[config.mk]
export PLATFORM = sky130hd
export DESIGN_NAME = bounce_gen
export DESIGN_NICKNAME = d
export VERILOG_FILES = /design/src/rtl/bounce_gen.sv
export SDC_FILE = /design/constraint.sdc
export NUM_CORES = 1
export LEC_CHECK = 0
export CAP_MARGIN = 0
export CORE_UTILIZATION = 55
export CTS_CLUSTER_DIAMETER = 200
export DETAILED_ROUTE_END_ITERATION = 16
export GPL_ROUTABILITY_DRIVEN = 0
export HOLD_SLACK_MARGIN = 0.05
export PLACE_DENSITY = 0.74
export RECOVER_POWER = 100
export SLEW_MARGIN = 10
export SYNTH_ARGS = -nofsm -noshare
export SYNTH_HDL_FRONTEND = slang
export SYNTH_SLANG_ARGS = --single-unit
[constraint.sdc]
create_clock -name clk -period 2 [get_ports clk]
set_clock_uncertainty 0.2 [all_clocks]
set_input_delay 0.4 -clock clk [delete_from_list [all_inputs] [get_ports clk]]
set_output_delay 0.4 -clock clk [all_outputs]
set_load 0.01 [all_outputs]
[src/rtl/bounce_gen.sv]
// Mechanical-switch bounce emulator: turns a clean level request into a chattering
// switch line with LFSR-chosen segment widths, then holds the level before accepting another request.
module bounce_gen #(
  parameter int          TICK_W  = 8,
  parameter int          BOUNCES = 3,
  parameter int          MAX_W   = 3,
  parameter int          HOLD    = 4,
  parameter logic [15:0] SEED    = 16'hACE1
) (
  input  logic clk,
  input  logic reset,
  input  logic lvl,
  output logic sw,
  output logic busy,
  output logic cur
);

  // state  | meaning
  // IDLE   | sw follows cur, waiting for lvl to differ from cur
  // BOUNCE | chattering: toggling sw after each LFSR-sized segment
  // SETTLE | sw held at target for HOLD ticks before cur updates
  typedef enum logic [1:0] {IDLE, BOUNCE, SETTLE} state_t;

  localparam int SEG_W  = MAX_W + 1;
  localparam int REM_W  = $clog2(2 * BOUNCES + 2);
  localparam int HOLD_W = $clog2(HOLD + 1);
  localparam logic [REM_W-1:0]  REM_INIT  = REM_W'(2 * BOUNCES);
  localparam logic [HOLD_W-1:0] HOLD_INIT = HOLD_W'(HOLD);

  state_t              state, state_nxt;
  logic [TICK_W-1:0]   presc;
  logic [15:0]         lfsr, lfsr_nxt, lfsr_adv;
  logic [SEG_W-1:0]    seg, seg_nxt;
  logic [REM_W-1:0]    rem, rem_nxt;
  logic [HOLD_W-1:0]   hold, hold_nxt;
  logic                sw_nxt, cur_nxt, target, target_nxt;
  logic                tick;

  function automatic logic [SEG_W-1:0] seg_len(input logic [15:0] v);
    return {1'b0, v[MAX_W-1:0]} + SEG_W'(1);
  endfunction

  assign tick     = (presc == '0);
  // x^16 + x^14 + x^13 + x^11 + 1, shifting left with feedback into bit 0
  assign lfsr_adv = {lfsr[14:0], lfsr[15] ^ lfsr[13] ^ lfsr[12] ^ lfsr[10]};
  assign busy     = (state != IDLE);

  always_comb begin
    state_nxt  = state;
    sw_nxt     = sw;
    cur_nxt    = cur;
    target_nxt = target;
    lfsr_nxt   = lfsr;
    seg_nxt    = seg;
    rem_nxt    = rem;
    hold_nxt   = hold;
    case (state)
      IDLE: begin
        sw_nxt = cur;
        if (lvl != cur) begin
          sw_nxt     = lvl;
          target_nxt = lvl;
          rem_nxt    = REM_INIT;
          seg_nxt    = seg_len(lfsr);
          if (BOUNCES > 0) begin
            state_nxt = BOUNCE;
          end else begin
            state_nxt = SETTLE;
            hold_nxt  = HOLD_INIT;
          end
        end
      end
      BOUNCE: begin
        if (tick) begin
          if (seg == SEG_W'(1)) begin
            sw_nxt   = ~sw;
            lfsr_nxt = lfsr_adv;
            seg_nxt  = seg_len(lfsr_adv);
            rem_nxt  = rem - REM_W'(1);
            if (rem == REM_W'(1)) begin
              state_nxt = SETTLE;
              hold_nxt  = HOLD_INIT;
            end
          end else begin
            seg_nxt = seg - SEG_W'(1);
          end
        end
      end
      SETTLE: begin
        sw_nxt = target;
        if (tick) begin
          if (hold == HOLD_W'(1)) begin
            cur_nxt   = target;
            state_nxt = IDLE;
          end else begin
            hold_nxt = hold - HOLD_W'(1);
          end
        end
      end
      default: state_nxt = IDLE;
    endcase
  end

  always_ff @(posedge clk or negedge reset) begin
    if (!reset) begin
      state  <= IDLE;
      presc  <= '0;
      lfsr   <= SEED;
      seg    <= '0;
      rem    <= '0;
      hold   <= '0;
      sw     <= 1'b0;
      cur    <= 1'b0;
      target <= 1'b0;
    end else begin
      state  <= state_nxt;
      presc  <= presc + TICK_W'(1);
      lfsr   <= lfsr_nxt;
      seg    <= seg_nxt;
      rem    <= rem_nxt;
      hold   <= hold_nxt;
      sw     <= sw_nxt;
      cur    <= cur_nxt;
      target <= target_nxt;
    end
  end

endmodule

==> qor.txt, run 1 <==
Fraction of registers with async set/reset: 100%
Mapped cell area: 2230 µm²
Mapped Cells: 197
Yosys top cell by area: dfrtp_1
Worst-skew pair later-pin latency: 300 ps
First-pass GRT wire length: 8160 µm
Post-synth top cells: dfrtp_1 (31), ha_1 (17), inv_1 (16)
Fmax: 484 MHz
Rel. slew slack: 35.5%
Clock tree buffer depth: 2
Htree depth: 2
Die area: 4310 µm²
Failing checks: negative setup slack
Avg Vias per Cell: 5.67
Worst setup path start: seg[1]
Max FO, Critical Path: 5
Vias in the first global route: 1732
DRT iter0 DRCs: 115
Row count: 22
Antenna violations before repair: 0
Power per cell area: 1070 nW/µm²
Worst-Margin Slew: 967 ps
Status: complete, but fails checks
Hold Slack: 262 ps
DIE HEIGHT: 65.7 µm
Area grow syn2layout: 30.4%
CP required: 1990 ps
Setup TNS: -617 ps
Final HPWL DP: 3170 µm
Largest stage delay, worst path: 390 ps
Worst setup margin: -64.3 ps
Crit path time final: 2060 ps
Worst EP arrival: 2050 ps
Layout cells sized above 1: 41.8%
DR WL/cell: 16.8 µm
Leakage power: 0.00137 µW
Port Buffers: 5
Max VDD drop: 910 µV
TritonCTS clock tree: done
Root Buffer Master: clkbuf_8
Main synth FF type: dfrtp_1
Synth unique cells: 49
Post-synth EDFFs: 0
Die Width: 65.7 µm
Final Max Tran Viols: 0
Antenna diode count: 0
Count leader, synth: dfrtp_1
Num Clock Sinks: 39
Multi-input logic area: 1240 µm²
Final setup vio count: 18
RSZ-0062 raised after global routing: true
Post-route ant nets: 0
DR vias: 1685
Hold crit path type: reg2reg
Total GRT Usage: 26.0%
Syn Area/Cell: 11.3 µm²
Clock slew at reported path FFs: 80 ps
Fillers: 224
Final period util: 103%
Dpl cells: 271
Synth top area share: 34.8%
Max Cap Violations: 0
Register area: 986 µm²
Yosys synthesis warning count: 0
Gr ovfl total: 0
Final hold vios: 0
# IOs: 6
DR DRC count: 0
Crit path capture type: flop
Worst path cell trace: inv_2, ha_4, nor3b_4, buf_6, nand3_4, buf_12, buf_16, mux2_2
Nets: 268
Starting Density: 59.1%
DRT Wirelength: 5000 µm
Crit path kind: reg2reg
Startpoint types: flop
DR pass1 iterations: 4
Slowest cell on crit path: dfrtp_1
Min-delay src: presc[0]
Sequential area share after synthesis: 44.2%
Synth area leaders: dfrtp_1 (35%), ha_1 (9.5%), dfstp_2 (9.4%)
Syn Nets: 217
Setup WS pre-CTS: -347 ps
Flip-flop and latch count after synthesis: 39
CTS buffer count: 5
Reg2reg start: seg[1]
Non-Filler Instances: 297
Largest net degree at the start of global routing: 40
Core area: 3770 µm²
[critical path: cells and delay by family (launching register included)]
kind                     cells  cell delay [ps]
multiplexers                 1              290
buffers and inverters        4              520
adder cells (fa/ha/maj)      1              130
flip-flops                   1              390
AND/OR/NAND/NOR              2              420
[stage by stage]
stage	power, µW	cell area, µm²	utilization, %
6_report	3100	2910	77.1
5_1_grt	3300	2910	77.1
4_1_cts	3040	2850	75.5
3_5_place_dp	2270	2510	66.5
3_3_place_gp	2180	2510	66.5
2_1_floorplan	1740	2230	-
[where the power goes]
| group | internal, µW | switching [µW] | leakage, µW |
|---|---|---|---|
| clock network | 314 | 285 | 0.0000505 |
| registers | 891 | 65.6 | 0.000465 |
| logic | 776 | 774 | 0.000855 |
| total | 1980 | 1120 | 0.00137 |
[cell families after synthesis]
| group | Yosys count | share of synthesized area (%) |
|---|---|---|
| simple gates | 53 | 14.6 |
| flops | 39 | 44.2 |
| fa+ha+maj | 17 | 9.54 |
| compound gates | 29 | 9.43 |
| buf+inv | 23 | 4.43 |
| mux | 24 | 13.0 |
| xor+xnor | 12 | 4.71 |
[final timing paths]
check | endpoint | slack, ps | cells past startpoint
worst max-delay path | lfsr[2] | -60 | 8
worst min-delay path | presc[0] | 260 | 1
worst max register to register | lfsr[2] | -60 | 8
worst min register to register | presc[0] | 260 | 1
max in group asynchronous | presc[1] | 330 | 3
min in group asynchronous | rem[1] | 660 | 3
[cell usage in the layout (no fill, tap or decap), types with 2 or more instances in the layout]
cell type      instances
buf_4                 33
dfrtp_1               31
inv_1                 12
mux2_2                11
ha_1                  11
nand3_1                9
mux2_4                 8
nor2_1                 8
dfstp_2                8
nand2_1                7
clkbuf_8               7
xnor2_1                6
xor2_1                 6
mux2i_1                5
ha_4                   5
inv_2                  4
nor3_1                 4
o21ai_1                4
a21oi_1                4
nor3b_1                4
nand2_2                3
a31oi_1                3
o211ai_1               3
dlygate4sd3_1          3
buf_6                  3
and3_1                 2
nand4_1                2
nand2b_1               2
o22ai_1                2
o21ai_0                2
buf_16                 2
clkbuf_2               2
clkbuf_1               2
buf_12                 2
[routing by layer]
layer / vias to the layer above / share of wire, % / wire (µm) / track usage [%]
met1: 831 / 43 / 2140 / 33.8
met4: 0 / 3.1 / 153 / 13.9
li1: 795 / - / - / -
met5: - / 0 / 0 / 0
met2: 44 / 51 / 2530 / 40.8
met3: 15 / 3.4 / 172 / 4.69
[layout make-up]
class / instances / area share [%]
multi-input cells: 135 / 42.7
flip-flops and latches: 39 / 33.9
clock buffers: 7 / 3.31
clock inverters: 1 / 0.258
inverters: 16 / 2.07
well taps: 48 / 2.07
repair buffers: 51 / 15.7
[flip-flops by register name (all words and copies together), names as in the netlist]
register / flops
sw: 1
rem: 3
hold: 3
cur: 1
presc: 8
lfsr: 16
target: 1
seg: 4
state: 2
[repair_timing]
| item | in CTS | in global routing |
|---|---|---|
| endpoints found under the hold margin | 31 | 0 |
| endpoints found under the setup margin | 27 | 30 |
| hold buffers | 1 | 0 |
| cloned | 2 | 0 |
| resized for setup | 18 | 10 |
| buffers inserted | 9 | 6 |
| pin swaps | 14 | 3 |
Power figures use the tool's default switching activity.
==> run 2, diff against run 1 <==
Settings changed: CORE_UTILIZATION 55 to 45, PLACE_DENSITY 0.74 to 0.63.
==> qor.txt, run 2 (synthesized netlist as in run 1, its figures left out) <==
Status: complete, but fails checks (unchanged)
Failing checks: negative setup slack (unchanged)
Worst EP arrival: 2130 ps (was 2050 ps)
Area grow syn2layout: 31.7% (was 30.4%)
Total GRT Usage: 19.8% (was 26.0%)
DR DRC count: 0 (unchanged)
Regs by FF count: lfsr x16, presc x8, seg x4 (unchanged)
Final HPWL DP: 3070 µm (was 3170 µm)
Multi-input logic area: 1260 µm² (was 1240 µm²)
Leakage power: 0.00136 µW (was 0.00137 µW)
Layout cells sized above 1: 41.3% (was 41.8%)
Clock slew at reported path FFs: 80 ps (about the same)
DRT Wirelength: 4750 µm (was 5000 µm)
Vias in the first global route: 1659 (was 1732)
Clock tree buffer depth: 2 (unchanged)
Avg Vias per Cell: 5.34 (was 5.67)
First-pass GRT wire length: 7900 µm (was 8160 µm)
Max VDD drop: 494 µV (was 910 µV)
Placed Area: 2520 µm² (was 2510 µm²)
Gr ovfl total: 0 (unchanged)
Die Width: 72.4 µm (was 65.7 µm)
Sw frac: 35.4% (was 36.2%)
Power per cell area: 1030 nW/µm² (was 1070 nW/µm²)
Core area: 4750 µm² (was 3770 µm²)
Hold crit path type: reg2reg (unchanged)
Die area: 5240 µm² (was 4310 µm²)
Root Buffer Master: clkbuf_8 (unchanged)
Fmax: 472 MHz (was 484 MHz)
Rel. slew slack: 67.4% (was 35.5%)
RSZ-0062 raised after global routing: true (unchanged)
Commonest non-fill, non-tap cell in the layout: dfrtp_1 (was buf_4)
Row count: 25 (was 22)
CP required: 2020 ps (was 1990 ps)
Non-Filler Instances: 309 (was 297)
P_sw: 1080 µW (was 1120 µW)
DR vias: 1651 (was 1685)
Num Clock Sinks: 39 (unchanged)
Clock power share: 21.5% (was 19.3%)
Int Pwr: 1960 µW (was 1980 µW)
Dpl cells: 286 (was 271)
Final instance area: 2940 µm² (was 2910 µm²)
Startpoint types: flop (unchanged)
Max reg flops: 16 (unchanged)
Worst setup margin: -118 ps (was -64.3 ps)
Register area: 986 µm² (unchanged)
Starting Density: 46.9% (was 59.1%)
Nets: 261 (was 268)
DR pass1 iterations: 4 (unchanged)
Max FO, Critical Path: 8 (was 5)
Post-route ant nets: 0 (unchanged)
Antenna diode count: 0 (unchanged)
DRT iter0 DRCs: 61 (was 115)
TritonCTS clock tree: done (unchanged)
Logic gate share of total power: 46.8% (was 49.9%)
Antenna violations before repair: 0 (unchanged)
Final Max Tran Viols: 0 (unchanged)
Final hold vios: 0 (unchanged)
CTS buffer count: 5 (unchanged)
Htree depth: 2 (unchanged)
# IOs: 6 (unchanged)
Crit path time final: 2120 ps (was 2060 ps)
Crit path kind: reg2reg (unchanged)
Top reg by flops: lfsr (unchanged)
Max Cap Violations: 0 (unchanged)
Largest net degree at the start of global routing: 22 (was 40)
DR WL/cell: 15.4 µm (was 16.8 µm)
Final period util: 106% (was 103%)
Final setup vio count: 21 (was 18)
Seq pwr share: 31.7% (was 30.8%)
Commonest non-fill, non-tap cells in the layout: dfrtp_1 (31), buf_4 (30), inv_1 (13) (was buf_4 (33), dfrtp_1 (31), inv_1 (12))
Fillers: 382 (was 224)
Port Buffers: 5 (unchanged)
Crit path capture type: flop (unchanged)
Worst-Margin Slew: 488 ps (was 967 ps)
DIE HEIGHT: 72.4 µm (was 65.7 µm)
Worst-skew pair later-pin latency: 290 ps (was 300 ps)
[run 2: cell types whose count changed in the layout (fill, tap and decap cells not counted), sizes merged]
cell,delta
bufinv,+1
dlygate4sd2,+1
clkdlybuf4s50,+1
buf,-4
bufbuf,+2
dlygate4sd3,-2
clkbuf,-6
[run 2: final cells by class]
type	count	area share [%]
sequential	39	33.6
inverter	16	2.05
multi-input combinational	135	42.9
tap	67	2.86
clock inverter	2	1.28
timing repair buffer	44	14.9
clock buffer	6	2.47
[run 2: worst max-delay path: stages, from the launching register on]
cell       delay (ps)
dfrtp_1           390
inv_2              80
ha_4              130
nor4b_4           310
and2_4            230
nand3_4           100
bufbuf_16         300
mux2_4            300
[run 2: stage by stage]
step / utilization (%) / hold slack (ps) / setup WS (ps) / power, µW / TNS, ps
2_1_floorplan: - / -95.6 / -1.70 / 1740 / -1.70
3_3_place_gp: 53.1 / 177 / -403 / 2160 / -3980
3_5_place_dp: 53.1 / 192 / -424 / 2210 / -4700
4_1_cts: 60.2 / 314 / -93.0 / 2970 / -1030
5_1_grt: 61.7 / 329 / -193 / 3210 / -3100
6_report: 61.7 / 310 / -118 / 3040 / -1440
[run 2: power groups by stage]
stage                     logic (µW)  clock network, µW  registers [µW]
after floorplan                  762                  0             973
after global placement          1190                  0             971
after detailed placement        1230                  0             981
after CTS                       1340                669             956
after global routing            1540                703             972
final                           1420                653             964
[run 2: what timing repair did]
| action | in CTS | in global routing |
|---|---|---|
| pin swaps | 14 | 12 |
| cloned | 2 | 0 |
| gates resized for setup | 17 | 14 |
| setup endpoints to repair | 28 | 31 |
| hold buffers | 1 | 0 |
| buffers inserted | 11 | 5 |
| endpoints found under the hold margin | 13 | 0 |
[run 2: per-layer routing]
layer  wire length [µm]  global-route usage [%]  vias to the layer above
met2               2460                    33.6                       19
li1                   -                       -                      777
met5                  0                       0                        -
met1               2110                    24.9                      847
met4                 70                    7.41                        0
met3                108                    4.17                        8
[run 2: path summary, 6_finish.rpt]
| path | start | end | slack [ps] | cells past startpoint |
|---|---|---|---|---|
| max in group asynchronous | reset | lfsr[7] | 640 | 3 |
| max reg2reg | presc[0] | lfsr[11] | -120 | 7 |
| min reg2reg | lfsr[3] | lfsr[4] | 310 | 1 |
| max | presc[0] | lfsr[11] | -120 | 7 |
| min in group asynchronous | reset | state[1] | 400 | 2 |
| min | lfsr[3] | lfsr[4] | 310 | 1 |
==> run 3, diff against run 2 <==
Settings changed: CTS_CLUSTER_SIZE set to 40.
==> results of run 3 <==
Same layout as run 2: the final DEF is identical, and so are final timing and power.
